**config.mk**
```make
export PLATFORM = sky130hd
export DESIGN_NAME = mempool_resp_age_rr_arbiter
export DESIGN_NICKNAME = d
export VERILOG_FILES = /design/src/rtl/mempool_resp_age_rr_arbiter.sv
export SDC_FILE = /design/constraint.sdc
export NUM_CORES = 1
export LEC_CHECK = 0
export ABC_AREA = 1
export BUFFER_PORTS_ARGS = -buffer_cell sky130_fd_sc_hd__clkbuf_2
export CORE_UTILIZATION = 40
export DETAILED_ROUTE_END_ITERATION = 8
export GPL_ROUTABILITY_DRIVEN = 0
export GPL_TIMING_DRIVEN = 0
export SETUP_SLACK_MARGIN = 0.05
export SYNTH_ARGS = -nofsm -noshare
export SYNTH_HDL_FRONTEND = slang
export SYNTH_SLANG_ARGS = --single-unit
```
**constraint.sdc**
```tcl
create_clock -name clk_i -period 9.7 [get_ports clk_i]
set_input_delay 0 -clock clk_i [delete_from_list [all_inputs] [get_ports clk_i]]
set_output_delay 0 -clock clk_i [all_outputs]
set_load 0.02 [all_outputs]
```
**src/rtl/mempool_resp_age_rr_arbiter.sv**
```systemverilog
// rtl/mempool_resp_age_rr_arbiter.sv - oldest-first N-to-1 response arbiter with round-robin tie break
// One-entry output register; per-input saturating wait ages drive priority and starvation flags.
module mempool_resp_age_rr_arbiter #(
    parameter int unsigned NumInp       = 8,
    parameter int unsigned AgeWidth     = 4,
    parameter int unsigned StarveThresh = 12,
    parameter type         payload_t    = logic,
    localparam int unsigned IdxWidth    = (NumInp > 1) ? $clog2(NumInp) : 1
) (
    input  logic                    clk_i,
    input  logic                    rst_i,
    input  payload_t                data_i [NumInp],
    input  logic [NumInp-1:0]       valid_i,
    output logic [NumInp-1:0]       ready_o,
    output payload_t                data_o,
    output logic [IdxWidth-1:0]     idx_o,
    output logic                    valid_o,
    input  logic                    ready_i,
    output logic [NumInp-1:0]       starve_o
);

    localparam logic [IdxWidth:0]   NumInpW  = (IdxWidth+1)'(NumInp);
    localparam logic [IdxWidth-1:0] LastIdx  = IdxWidth'(NumInp - 1);
    localparam logic [AgeWidth-1:0] ThreshW  = AgeWidth'(StarveThresh);

    logic [AgeWidth-1:0] r_age [NumInp];
    logic [IdxWidth-1:0] r_rr;
    logic                r_valid;
    payload_t            r_data;
    logic [IdxWidth-1:0] r_idx;

    logic [AgeWidth-1:0] w_maxage;
    logic                w_found;
    logic [IdxWidth-1:0] w_win;
    logic [IdxWidth:0]   w_sum;
    logic [IdxWidth-1:0] w_pos;
    logic                w_can_load;
    logic                w_grant;
    logic [IdxWidth-1:0] w_rr_nxt;

    assign w_can_load = ~r_valid | ready_i;
    assign w_grant    = w_found & w_can_load & ~rst_i;
    assign w_rr_nxt   = (w_win == LastIdx) ? '0 : w_win + 1'b1;

    always_comb begin
        w_maxage = '0;
        for (int i = 0; i < NumInp; i++) begin
            if (valid_i[i] && (r_age[i] > w_maxage)) begin
                w_maxage = r_age[i];
            end
        end
    end

    // Cyclic scan starting at r_rr: the first oldest candidate wins.
    always_comb begin
        w_found = 1'b0;
        w_win   = '0;
        w_sum   = '0;
        w_pos   = '0;
        for (int k = 0; k < NumInp; k++) begin
            w_sum = {1'b0, r_rr} + (IdxWidth+1)'(k);
            if (w_sum >= NumInpW) begin
                w_sum = w_sum - NumInpW;
            end
            w_pos = w_sum[IdxWidth-1:0];
            if (!w_found && valid_i[w_pos] && (r_age[w_pos] == w_maxage)) begin
                w_found = 1'b1;
                w_win   = w_pos;
            end
        end
    end

    always_comb begin
        ready_o = '0;
        if (w_grant) begin
            ready_o[w_win] = 1'b1;
        end
    end

    always_comb begin
        starve_o = '0;
        for (int i = 0; i < NumInp; i++) begin
            starve_o[i] = (r_age[i] >= ThreshW);
        end
    end

    always_ff @(posedge clk_i) begin
        if (rst_i) begin
            r_valid <= 1'b0;
            r_data  <= '0;
            r_idx   <= '0;
            r_rr    <= '0;
        end else if (w_grant) begin
            r_valid <= 1'b1;
            r_data  <= data_i[w_win];
            r_idx   <= w_win;
            r_rr    <= w_rr_nxt;
        end else if (ready_i) begin
            r_valid <= 1'b0;
        end
    end

    always_ff @(posedge clk_i) begin
        for (int i = 0; i < NumInp; i++) begin
            if (rst_i || !valid_i[i] || ready_o[i]) begin
                r_age[i] <= '0;
            end else if (r_age[i] != {AgeWidth{1'b1}}) begin
                r_age[i] <= r_age[i] + 1'b1;
            end
        end
    end

    assign valid_o = r_valid;
    assign data_o  = r_data;
    assign idx_o   = r_idx;

    a_ready_onehot0: assert property (@(posedge clk_i) $onehot0(ready_o));
    a_hold_stable: assert property (@(posedge clk_i) disable iff (rst_i)
        (valid_o && !ready_i) |=> ($stable(data_o) && $stable(idx_o)));
    a_thresh_range: assert property (@(posedge clk_i) StarveThresh < (2 ** AgeWidth));

endmodule

```
==> results by group, run 1 <==
Timing
  • Final-report max-slew violation count: 0
  • RSZ-0062 raised after global routing: yes
  • Total count of hold-check failures in the final report: 0
  • Final setup violation count: 0
  • Max Freq: 104.9 MHz
  • Final clock skew: 0.01152 ns
  • Worst hold slack across all endpoints: 0.06397 ns
  • Slew at the pin closest to its max-slew limit: 0.9116 ns
  • Clock period minus final worst setup slack: 9.530 ns
  • Relative slew margins: 0.3923
  • Portion of the clock cycle consumed by the worst path in the final layout: 0.9825

Routing
  • Total vias in the final route: 7250
  • Number of vias per cell after detailed routing: 5.339
  • Drt drc: 0
  • Final routed wire length divided by cell count: 16.05 um
  • Number of iterations in the first detailed-routing pass: 5
  • Routed Antenna Nets: 0
  • Iteration-0 DRC Markers: 528
  • Total length of routed wires: 21790 um

Worst setup path
  • Reg-to-reg setup timing slack: 0.17 ns
  • Crit path from: r_age[0][0]
  • Most repeated library cell on the critical path: sky130_fd_sc_hd__nand2_4
  • Slowest cell delay on critical path: 0.39 ns
  • Data arrival time of the critical path: 9.52 ns
  • CP Data Required Time: 9.69 ns
  • Slowest cell on the critical path: sky130_fd_sc_hd__edfxtp_1
  • RR Endpoint: r_age[4][3]
  • Kind of launch point of the worst setup path: register
  • Reg-to-reg startpoint: r_age[0][0]
  • Setup crit end kind: register
  • Largest fanout on the critical path: 8
  • R2r worst-path depth: 70
  • Category of the most critical setup path: reg2reg

Floorplan
  • I/O Pins: 40
  • Width of the die: 127.5 um
  • Core Box Area: 15310 um^2
  • Die ar.: 16260 um^2
  • Site row count: 45
  • Initial Utilization: 0.4114
  • Die height: 127.5 um

Synth
  • Cell type with the highest aggregate area in the netlist: sky130_fd_sc_hd__nand2_1
  • Dominant cells by area after synthesis: sky130_fd_sc_hd__nand2_1 (16%), sky130_fd_sc_hd__edfxtp_1 (15%), sky130_fd_sc_hd__o21ai_0 (8.0%)
  • Total standard cell area after synthesis: 6301 um^2
  • Most used standard cells in the synthesized netlist: sky130_fd_sc_hd__nand2_1 (264), sky130_fd_sc_hd__inv_1 (124), sky130_fd_sc_hd__o21ai_0 (101)
  • Cell variety after synth: 43
  • Sequential-to-total area share from yosys stat: 0.1875
  • Top-area cell type share of the netlist area: 0.1573
  • FF+latch count, synth: 43
  • Leading register cell type out of synthesis: sky130_fd_sc_hd__edfxtp_1
  • Post-Synthesis Cells: 1016
  • Syn nets: 1067
  • Async set-or-reset flop fraction in the synthesized netlist: 0
  • Most frequent cell after synthesis: sky130_fd_sc_hd__nand2_1
  • Number of warnings reported in the yosys synthesis log: 0
  • Count of flip-flops with a built-in enable after synthesis: 32
  • Average cell area after synthesis: 6.202 um^2

Min path
  • Hold-critical path depth: 4
  • Worst hold-check path type: in2reg
  • Hold wc startpoint: ready_i
  • Capture endpoint of the worst hold path: valid_o

Place
  • Total cell area at the placement stage: 6760 um^2
  • # port buffers: 39
  • Half-perimeter wire length after detailed placement: 16010 um

Status
  • Run status: complete, no violations

Global routing
  • Via count of the first global-routing pass: 6403
  • Pin count of the biggest net entering global routing: 14
  • Wire length of the first global-routing pass: 33030 um
  • Overall Global Routing Usage: 0.2613
  • Residual overflow from global routing: 0
  • Antenna violations before repair: 0

Final layout
  • Area grow syn2layout: 34.39%
  • Final nets: 1197
  • Antenna diode count: 0
  • Share of post-route cells with drive strength above 1: 0.2938
  • Post-route cell area: 8468 um^2

CTS
  • Clock tree from TritonCTS: yes
  • Max Root-Sink Buffers: 2
  • Post-CTS clock slew at the launch and capture registers of the worst setup and hold paths: 0.07 ns
  • Clk Tree Root Cell: sky130_fd_sc_hd__clkbuf_16
  • TritonCTS Sinks: 43
  • Quantity of hold-fixing buffers added after cts: 0
  • Clock latency on the worst-skew pair: 0.31 ns
  • Num CTS Buffers: 5
  • CTS HTree Levels: 2

Job
  • Count of maximum capacitance violations: 0
-- per-layer routing --
metal,vias up,track usage,part of all wire,routed length (um)
li1,3587,-,-,-
met1,3378,0.3592,0.46,9973
met2,244,0.4176,0.45,9907
met3,41,0.03894,0.060,1317
met4,0,0.08613,0.027,595
met5,-,0,0,0
-- worst max-delay path: cells and delay by family, from the launching register on --
| kind | cells | cell delay (ns) |
|---|---|---|
| and+or+nand+nor | 40 | 4.24 |
| adders and majority gates | 8 | 2.09 |
| AOI/OAI and AO/OA | 10 | 1.31 |
| DFF | 1 | 0.39 |
| buffers and inverters | 12 | 1.11 |
-- cell usage in the layout, fill, tap and decap left out, types with 28 or more instances in the layout --
master,n
sky130_fd_sc_hd__inv_1,114
sky130_fd_sc_hd__mux2i_1,28
sky130_fd_sc_hd__inv_2,28
sky130_fd_sc_hd__clkbuf_2,33
sky130_fd_sc_hd__buf_4,77
sky130_fd_sc_hd__nor2_1,82
sky130_fd_sc_hd__o21ai_0,92
sky130_fd_sc_hd__nand2_1,228
sky130_fd_sc_hd__nand2_2,31
sky130_fd_sc_hd__nand3_1,82
sky130_fd_sc_hd__nand2_4,36
sky130_fd_sc_hd__edfxtp_1,32
-- stage by stage --
step	util	instances	worst slack, ns	TNS (ns)
2_1_floorplan	-	1016	0.4818	0
3_3_place_gp	0.4414	1266	-1.311	-91.15
3_5_place_dp	0.4414	1266	-1.277	-88.23
4_1_cts	0.4906	1313	0.05186	0
5_1_grt	0.5529	1358	-0.2874	-16.66
6_report	0.5529	1358	0.1702	0
-- state kept, by name, summed over array words and instances (netlist names), named ones only --
name,count
idx_o,3
valid_o,1
r_age,32
data_o,1
r_rr,3
-- logic make-up (layout without fill, tap and decap cells) --
family | after synthesis | after routing | share of synthesized area
compound gates | 154 | 154 | 0.1326
xor+xnor | 30 | 30 | 0.04289
fa+ha+maj | 32 | 32 | 0.06354
buf+inv | 174 | 305 | 0.1037
flops | 43 | 43 | 0.1874
mux | 28 | 28 | 0.04448
simple gates | 555 | 555 | 0.4253
-- repair_timing --
action	CTS	global route
endpoints found under the setup margin	83	83
pin swaps	45	72
gates resized for setup	75	133
gates cloned	0	0
setup buffers	39	45
-- cell type report --
| type | instances | area, um^2 |
|---|---|---|
| Sequential cell | 43 | 1181 |
| Timing Repair Buffer | 123 | 907.1 |
| Buffer | 28 | 105.1 |
| Fill cell | 1514 | 6847 |
| Clock buffer | 6 | 132.6 |
| Multi-Input combinational cell | 799 | 5304 |
| Inverter | 146 | 563.0 |
| Tap cell | 211 | 264.0 |
| Clock inverter | 2 | 11.26 |
-- how the worst max path moves through the flow --
stage / endpoint / slack (ns)
after global placement: r_age[3][1] / -1.31
after global routing: r_age[2][3] / -0.29
final: r_age[4][3] / 0.17
after CTS: r_age[3][2] / 0.05
after detailed placement: r_age[3][1] / -1.28
after floorplan: r_age[4][0] / 0.48
Power of run 1 is left out: the tool's default activity adds up to more than one toggle a clock period on the data nets, which glitch-free logic cannot reach.
==> run 2, diff against run 1 <==
--- a/config.mk
+++ b/config.mk
@@ -7,10 +7,13 @@
 export LEC_CHECK = 0
 export ABC_AREA = 1
 export BUFFER_PORTS_ARGS = -buffer_cell sky130_fd_sc_hd__clkbuf_2
-export CORE_UTILIZATION = 40
+export CELL_PAD_IN_SITES_DETAIL_PLACEMENT = 0
+export CELL_PAD_IN_SITES_GLOBAL_PLACEMENT = 2
+export CORE_UTILIZATION = 31
 export DETAILED_ROUTE_END_ITERATION = 8
 export GPL_ROUTABILITY_DRIVEN = 0
 export GPL_TIMING_DRIVEN = 0
+export PLACE_DENSITY_LB_ADDON = 0.1
 export SETUP_SLACK_MARGIN = 0.05
 export SYNTH_ARGS = -nofsm -noshare
 export SYNTH_HDL_FRONTEND = slang
==> run 2 against run 1 <==
  * Fmax barely moved
  * Cell area up 5.1%
  * Global-route usage fell by 3.1 points
  * Cell count up 4.1%
  * Critical path depth shrank 3
  * Non-clock buffer count did not move
  * Clock-buffer cell count decreased by 1
  * Largest cell class unchanged
  * Setup slack worse by 0.0053 ns
  * Via count is 4.3% lower
  * Routed wire length rose by 9.8%
  * Sequential share of layout area fell by 0.67 points
  * First-iteration DRC count shrank 26%
==> results by group, run 2 (synthesis results as in run 1) <==
Status
  • Run status: complete, no violations

Worst setup path
  • Slowest cell on the critical path: sky130_fd_sc_hd__edfxtp_1
  • Largest fanout on the critical path: 8 (unchanged)
  • Setup crit end kind: register
  • Kind of launch point of the worst setup path: register
  • Most repeated library cell on the critical path: sky130_fd_sc_hd__nand2_4
  • Reg-to-reg startpoint: r_age[0][0]
  • Buffer and inverter count on the worst path: 10 (-2)
  • R2r worst-path depth: 67 (-4.3%)
  • CP Data Required Time: 9.71 ns (+0.02 ns)
  • Category of the most critical setup path: reg2reg
  • RR Endpoint: r_age[2][0]
  • Data arrival time of the critical path: 9.54 ns (+0.02 ns)
  • Reg-to-reg setup timing slack: 0.16 ns (about the same)
  • Slowest cell delay on critical path: 0.40 ns (about the same)
  • Kind of cell with the highest combined delay on the critical path: simple AND/OR/NAND/NOR gates

Routing
  • Total length of routed wires: 23920 um (+9.8%)
  • Final routed wire length divided by cell count: 16.93 um (+5.5%)
  • Number of vias per cell after detailed routing: 4.908 (-8.1%)
  • Drt drc: 0 (unchanged)
  • Iteration-0 DRC Markers: 392 (-26%)
  • Number of iterations in the first detailed-routing pass: 5 (unchanged)
  • Total vias in the final route: 6935 (-4.3%)
  • Routed Antenna Nets: 0 (unchanged)

Place
  • Placed insts: 1320 (+4.3%)
  • # port buffers: 39 (unchanged)
  • Half-perimeter wire length after detailed placement: 18530 um (+16%)

CTS
  • TritonCTS Sinks: 43 (unchanged)
  • Clk Tree Root Cell: sky130_fd_sc_hd__clkbuf_16
  • Clock tree from TritonCTS: yes
  • Num CTS Buffers: 5 (unchanged)
  • Quantity of hold-fixing buffers added after cts: 0 (unchanged)
  • Max Root-Sink Buffers: 2 (unchanged)
  • Post-CTS clock slew at the launch and capture registers of the worst setup and hold paths: 0.07 ns (about the same)
  • CTS HTree Levels: 2 (unchanged)
  • Clock latency on the worst-skew pair: 0.31 ns (about the same)

Final layout
  • Antenna diode count: 0 (unchanged)
  • Share of post-route cells with drive strength above 1: 0.3240 (+0.03023)
  • Final nets: 1198 (+0.084%)
  • Leading cell type in the layout, fill and taps excluded: sky130_fd_sc_hd__nand2_1
  • Top register by number of flip-flops: r_age
  • Number of filler cells placed in the layout: 2088 (+38%)
  • Commonest cells after routing, fill and taps aside: sky130_fd_sc_hd__nand2_1 (215), sky130_fd_sc_hd__inv_1 (112), sky130_fd_sc_hd__o21ai_0 (92)
  • Area grow syn2layout: 41.18%
  • Max reg flops: 32 (unchanged)
  • Non-Filler Instances: 1413 (+4.1%)
  • Utilization after layout: 0.4512 (-0.1018)

Timing
  • Max Freq: 104.9 MHz (about the same)
  • Final-report max-slew violation count: 0 (unchanged)
  • Final setup violation count: 0 (unchanged)
  • Portion of the clock cycle consumed by the worst path in the final layout: 0.9830 (about the same)
  • Slew at the pin closest to its max-slew limit: 1.036 ns (+0.1244 ns)
  • Clock period minus final worst setup slack: 9.535 ns (+0.005343 ns)
  • Relative slew margins: 0.3093 (-0.08293)
  • Final clock skew: 0.008582 ns (-0.002942 ns)
  • Total count of hold-check failures in the final report: 0 (unchanged)
  • Worst hold slack across all endpoints: 0.08752 ns (+0.02355 ns)
  • RSZ-0062 raised after global routing: yes

Min path
  • Worst hold-check path type: in2reg
  • Hold-critical path depth: 4 (unchanged)
  • Hold wc startpoint: ready_i
  • Capture endpoint of the worst hold path: valid_o

Global routing
  • Antenna violations before repair: 0 (unchanged)
  • Via count of the first global-routing pass: 6131 (-4.2%)
  • Residual overflow from global routing: 0 (unchanged)
  • Pin count of the biggest net entering global routing: 16 (+2)
  • Overall Global Routing Usage: 0.2306 (-0.03074)
  • Wire length of the first global-routing pass: 35450 um (+7.3%)

Floorplan
  • Die height: 144.6 um (+13%)
  • I/O Pins: 40 (unchanged)
  • Width of the die: 144.6 um (+13%)
  • Core Box Area: 19720 um^2 (+29%)
  • Die ar.: 20900 um^2 (+29%)
  • Site row count: 51 (+13%)
  • Initial Utilization: 0.3196 (-0.09187)

Job
  • Count of maximum capacitance violations: 0 (unchanged)
[run 2: changes by cell type in the layout (fill, tap and decap cells not counted), moves of 3 or more]
cell,delta
sky130_fd_sc_hd__buf_6,+6
sky130_fd_sc_hd__a21oi_4,+3
sky130_fd_sc_hd__nor2_2,+13
sky130_fd_sc_hd__nand2_8,+10
sky130_fd_sc_hd__nand2_1,-13
sky130_fd_sc_hd__buf_4,-4
sky130_fd_sc_hd__nor2_1,-14
sky130_fd_sc_hd__nand2_2,+5
[run 2: cell type report]
class	instances	area, um^2	share of cell area
Buffer	28	105.1	0.01181
Clock buffer	5	125.1	0.01406
Timing Repair Buffer	123	919.6	0.1034
Inverter	146	578.1	0.06498
Sequential cell	43	1181	0.1328
Clock inverter	3	47.55	0.005345
Tap cell	265	331.6	0.03727
Multi-Input combinational cell	800	5608	0.6304
[run 2: stage by stage]
stage                     setup TNS, ns  worst slack (ns)  cell area, um^2
after detailed placement        -107.67            -1.486             6828
final                                 0            0.1649             8896
after floorplan                       0            0.4818             6301
after global routing             -18.64           -0.3332             8896
after global placement          -115.75            -1.608             6828
after CTS                             0           0.05227             7652
[run 2: worst max-delay path by stage]
stage                     start          end  slack (ns)  depth (start not counted)
floorplan           r_age[0][0]  r_age[4][0]        0.48                         72
global placement    r_age[0][1]  r_age[6][3]       -1.61                         62
detailed placement  r_age[0][0]  r_age[5][2]       -1.49                         65
CTS                 r_age[0][0]   ready_o[5]        0.05                         73
global route        r_age[0][0]  r_age[2][0]       -0.33                         70
finish              r_age[0][0]  r_age[2][0]        0.16                         67
[run 2: repair_timing]
action	CTS	global route
endpoints found under the setup margin	83	83
gates cloned	1	0
gates resized for setup	90	193
hold endpoints to repair	0	0
pin swaps	43	101
setup buffers	37	47
[run 2: metal layers]
layer	global-route usage	up-vias	part of all wire
li1	-	3588	-
met1	0.3264	3214	0.49
met2	0.3760	118	0.46
met3	0.02417	15	0.030
met4	0.04488	0	0.013
met5	0	-	0
[run 2: worst register-to-register path, delay by kind of cell (launching register included)]
family / cells / cell delay (ns)
xor+xnor: 1 / 0.17
compound gates: 9 / 1.48
fa+ha+maj: 8 / 1.96
flops: 1 / 0.40
buf+inv: 10 / 0.85
simple gates: 39 / 4.37
Power of run 2 is left out for the same reason.
==> run 3, diff against run 2 <==
--- a/config.mk
+++ b/config.mk
@@ -10,6 +10,7 @@
 export CELL_PAD_IN_SITES_DETAIL_PLACEMENT = 0
 export CELL_PAD_IN_SITES_GLOBAL_PLACEMENT = 2
 export CORE_UTILIZATION = 31
+export CTS_BUF_LIST = sky130_fd_sc_hd__clkbuf_2 sky130_fd_sc_hd__clkbuf_4 sky130_fd_sc_hd__clkbuf_8
 export DETAILED_ROUTE_END_ITERATION = 8
 export GPL_ROUTABILITY_DRIVEN = 0
 export GPL_TIMING_DRIVEN = 0
==> run 3 against run 2 <==
  * Routed wire length increased by 0.23%
  * Sequential share of layout area increased by 0.24 points
  * Cell count unchanged
  * Worst hold slack got worse by 0.032 ns
  * Fmax increased by 0.53%
  * Register-to-register slack improved by 0.07 ns
  * Die area unchanged
  * Via count decreased by 0.23%
  * Non-clock buffer count unchanged
  * Clock skew increased by 0.0046 ns
  * Flip-flop and latch count unchanged
  * Clock-buffer cell count unchanged
  * Critical endpoint is now ready_o[6]
==> results by group, run 3 (synthesis results as in run 1) <==
Status
  • Run status: complete, no violations

Final layout
  • Commonest cells after routing, fill and taps aside: sky130_fd_sc_hd__nand2_1 (223), sky130_fd_sc_hd__inv_1 (111), sky130_fd_sc_hd__o21ai_0 (92)
  • Area grow syn2layout: 38.66%
  • Number of filler cells placed in the layout: 2146 (+2.8%)
  • Leading cell type in the layout, fill and taps excluded: sky130_fd_sc_hd__nand2_1
  • Share of post-route cells with drive strength above 1: 0.3145 (-0.009582)
  • Final nets: 1198 (unchanged)
  • Utilization after layout: 0.4431 (-0.008059)
  • Antenna diode count: 0 (unchanged)
  • Non-Filler Instances: 1413 (unchanged)
  • Max reg flops: 32 (unchanged)
  • Top register by number of flip-flops: r_age

Global routing
  • Via count of the first global-routing pass: 6235 (+1.7%)
  • Wire length of the first global-routing pass: 36100 um (+1.8%)
  • Pin count of the biggest net entering global routing: 16 (unchanged)
  • Residual overflow from global routing: 0 (unchanged)
  • Overall Global Routing Usage: 0.2335 (+0.002916)
  • Antenna violations before repair: 0 (unchanged)

Place
  • # port buffers: 39 (unchanged)
  • Placed insts: 1320 (unchanged)
  • Half-perimeter wire length after detailed placement: 18530 um (unchanged)

CTS
  • Clk Tree Root Cell: sky130_fd_sc_hd__clkbuf_8
  • TritonCTS Sinks: 43 (unchanged)
  • Post-CTS clock slew at the launch and capture registers of the worst setup and hold paths: 0.11 ns (+0.04 ns)
  • Num CTS Buffers: 5 (unchanged)
  • Quantity of hold-fixing buffers added after cts: 0 (unchanged)
  • CTS HTree Levels: 2 (unchanged)
  • Clock tree from TritonCTS: yes
  • Clock latency on the worst-skew pair: 0.34 ns (+0.03 ns)
  • Max Root-Sink Buffers: 2 (unchanged)

Floorplan
  • Site row count: 51 (unchanged)
  • I/O Pins: 40 (unchanged)
  • Die ar.: 20900 um^2 (unchanged)
  • Initial Utilization: 0.3196 (unchanged)
  • Die height: 144.6 um (unchanged)
  • Core Box Area: 19720 um^2 (unchanged)
  • Width of the die: 144.6 um (unchanged)

Worst setup path
  • Setup crit end kind: output port
  • Reg-to-reg startpoint: r_age[0][0]
  • CP Data Required Time: 9.70 ns (about the same)
  • Crit path from: r_age[0][0]
  • Slowest cell delay on critical path: 0.41 ns (about the same)
  • Slowest cell on the critical path: sky130_fd_sc_hd__edfxtp_1
  • Data arrival time of the critical path: 9.49 ns (-0.05 ns)
  • Largest fanout on the critical path: 8 (unchanged)
  • Kind of launch point of the worst setup path: register
  • Category of the most critical setup path: reg2out

Routing
  • Number of iterations in the first detailed-routing pass: 5 (unchanged)
  • Final routed wire length divided by cell count: 16.97 um (+0.23%)
  • Drt drc: 0 (unchanged)
  • Routed Antenna Nets: 0 (unchanged)
  • Total vias in the final route: 6919 (-0.23%)
  • Number of vias per cell after detailed routing: 4.897 (-0.23%)
  • Iteration-0 DRC Markers: 336 (-14%)
  • Total length of routed wires: 23970 um (+0.23%)

Timing
  • Portion of the clock cycle consumed by the worst path in the final layout: 0.9778 (-0.005162)
  • Final-report max-slew violation count: 0 (unchanged)
  • Slew at the pin closest to its max-slew limit: 1.018 ns (-0.01828 ns)
  • Final setup violation count: 0 (unchanged)
  • Clock period minus final worst setup slack: 9.485 ns (-0.05007 ns)
  • Relative slew margins: 0.3215 (+0.01219)
  • RSZ-0062 raised after global routing: yes
  • Max Freq: 105.4 MHz (+0.53%)
  • Worst hold slack across all endpoints: 0.05564 ns (-0.03188 ns)
  • Final clock skew: 0.01323 ns (+0.004646 ns)
  • Total count of hold-check failures in the final report: 0 (unchanged)

Min path
  • Hold wc startpoint: ready_i
  • Worst hold-check path type: in2reg

Job
  • Count of maximum capacitance violations: 0 (unchanged)
run 3: changes by cell type in the layout (fill, tap and decap cells not counted), moves of 5 or more:
cell and delta:
sky130_fd_sc_hd__nand3_1 -7, sky130_fd_sc_hd__buf_6 -9, sky130_fd_sc_hd__nor2_1 +7, sky130_fd_sc_hd__clkbuf_8 +5, sky130_fd_sc_hd__nor2_2 -6, sky130_fd_sc_hd__clkbuf_16 -5, sky130_fd_sc_hd__nand2_8 -5, sky130_fd_sc_hd__nand2_1 +8
sky130_fd_sc_hd__nand3_2 +6, sky130_fd_sc_hd__buf_4 +6
run 3: layout make-up:
class	count	area, um^2	area share
Multi-Input combinational cell	800	5502	0.6297
Sequential cell	43	1181	0.1352
Timing Repair Buffer	123	928.4	0.1063
Inverter	146	573.1	0.06559
Tap cell	265	331.6	0.03795
Buffer	28	105.1	0.01203
Clock buffer	5	68.82	0.007876
Clock inverter	3	47.55	0.005442
run 3: timing repair:
item	in CTS	in global routing
buffers inserted	45	39
gates cloned	1	0
setup endpoints to repair	83	83
resized for setup	129	125
pin swaps	54	102
run 3: worst paths after layout:
| path | end | slack [ns] | cells past startpoint |
|---|---|---|---|
| max | ready_o[6] | 0.21 | 70 |
| min | valid_o | 0.06 | 4 |
| max reg2reg | r_age[3][3] | 0.23 | 71 |
| min reg2reg | idx_o[1] | 0.50 | 2 |
run 3: routing by layer:
metal	vias to the layer above	track usage	wire length, um
li1	3591	-	-
met1	3214	0.3283	12010
met2	101	0.3844	11170
met3	13	0.02384	516
met4	0	0.04488	276
met5	-	0	0
run 3: worst max-delay path, delay by kind of cell, from the launching register on:
| family | cells | cell delay, ns |
|---|---|---|
| DFF | 1 | 0.41 |
| buffers and inverters | 16 | 1.53 |
| AOI/OAI and AO/OA | 8 | 1.26 |
| adders and majority gates | 7 | 1.87 |
| xor gates and xnor gates | 1 | 0.14 |
| and+or+nand+nor | 38 | 3.83 |
run 3: per-stage QoR:
stage	instance area, um^2	TNS (ns)	worst slack [ns]
after floorplan	6301	0	0.4818
after global placement	6828	-115.75	-1.608
after detailed placement	6828	-107.67	-1.486
after CTS	7866	0	0.05283
after global routing	8737	-11.45	-0.2706
final	8737	0	0.2150
Power of run 3 is left out for the same reason.
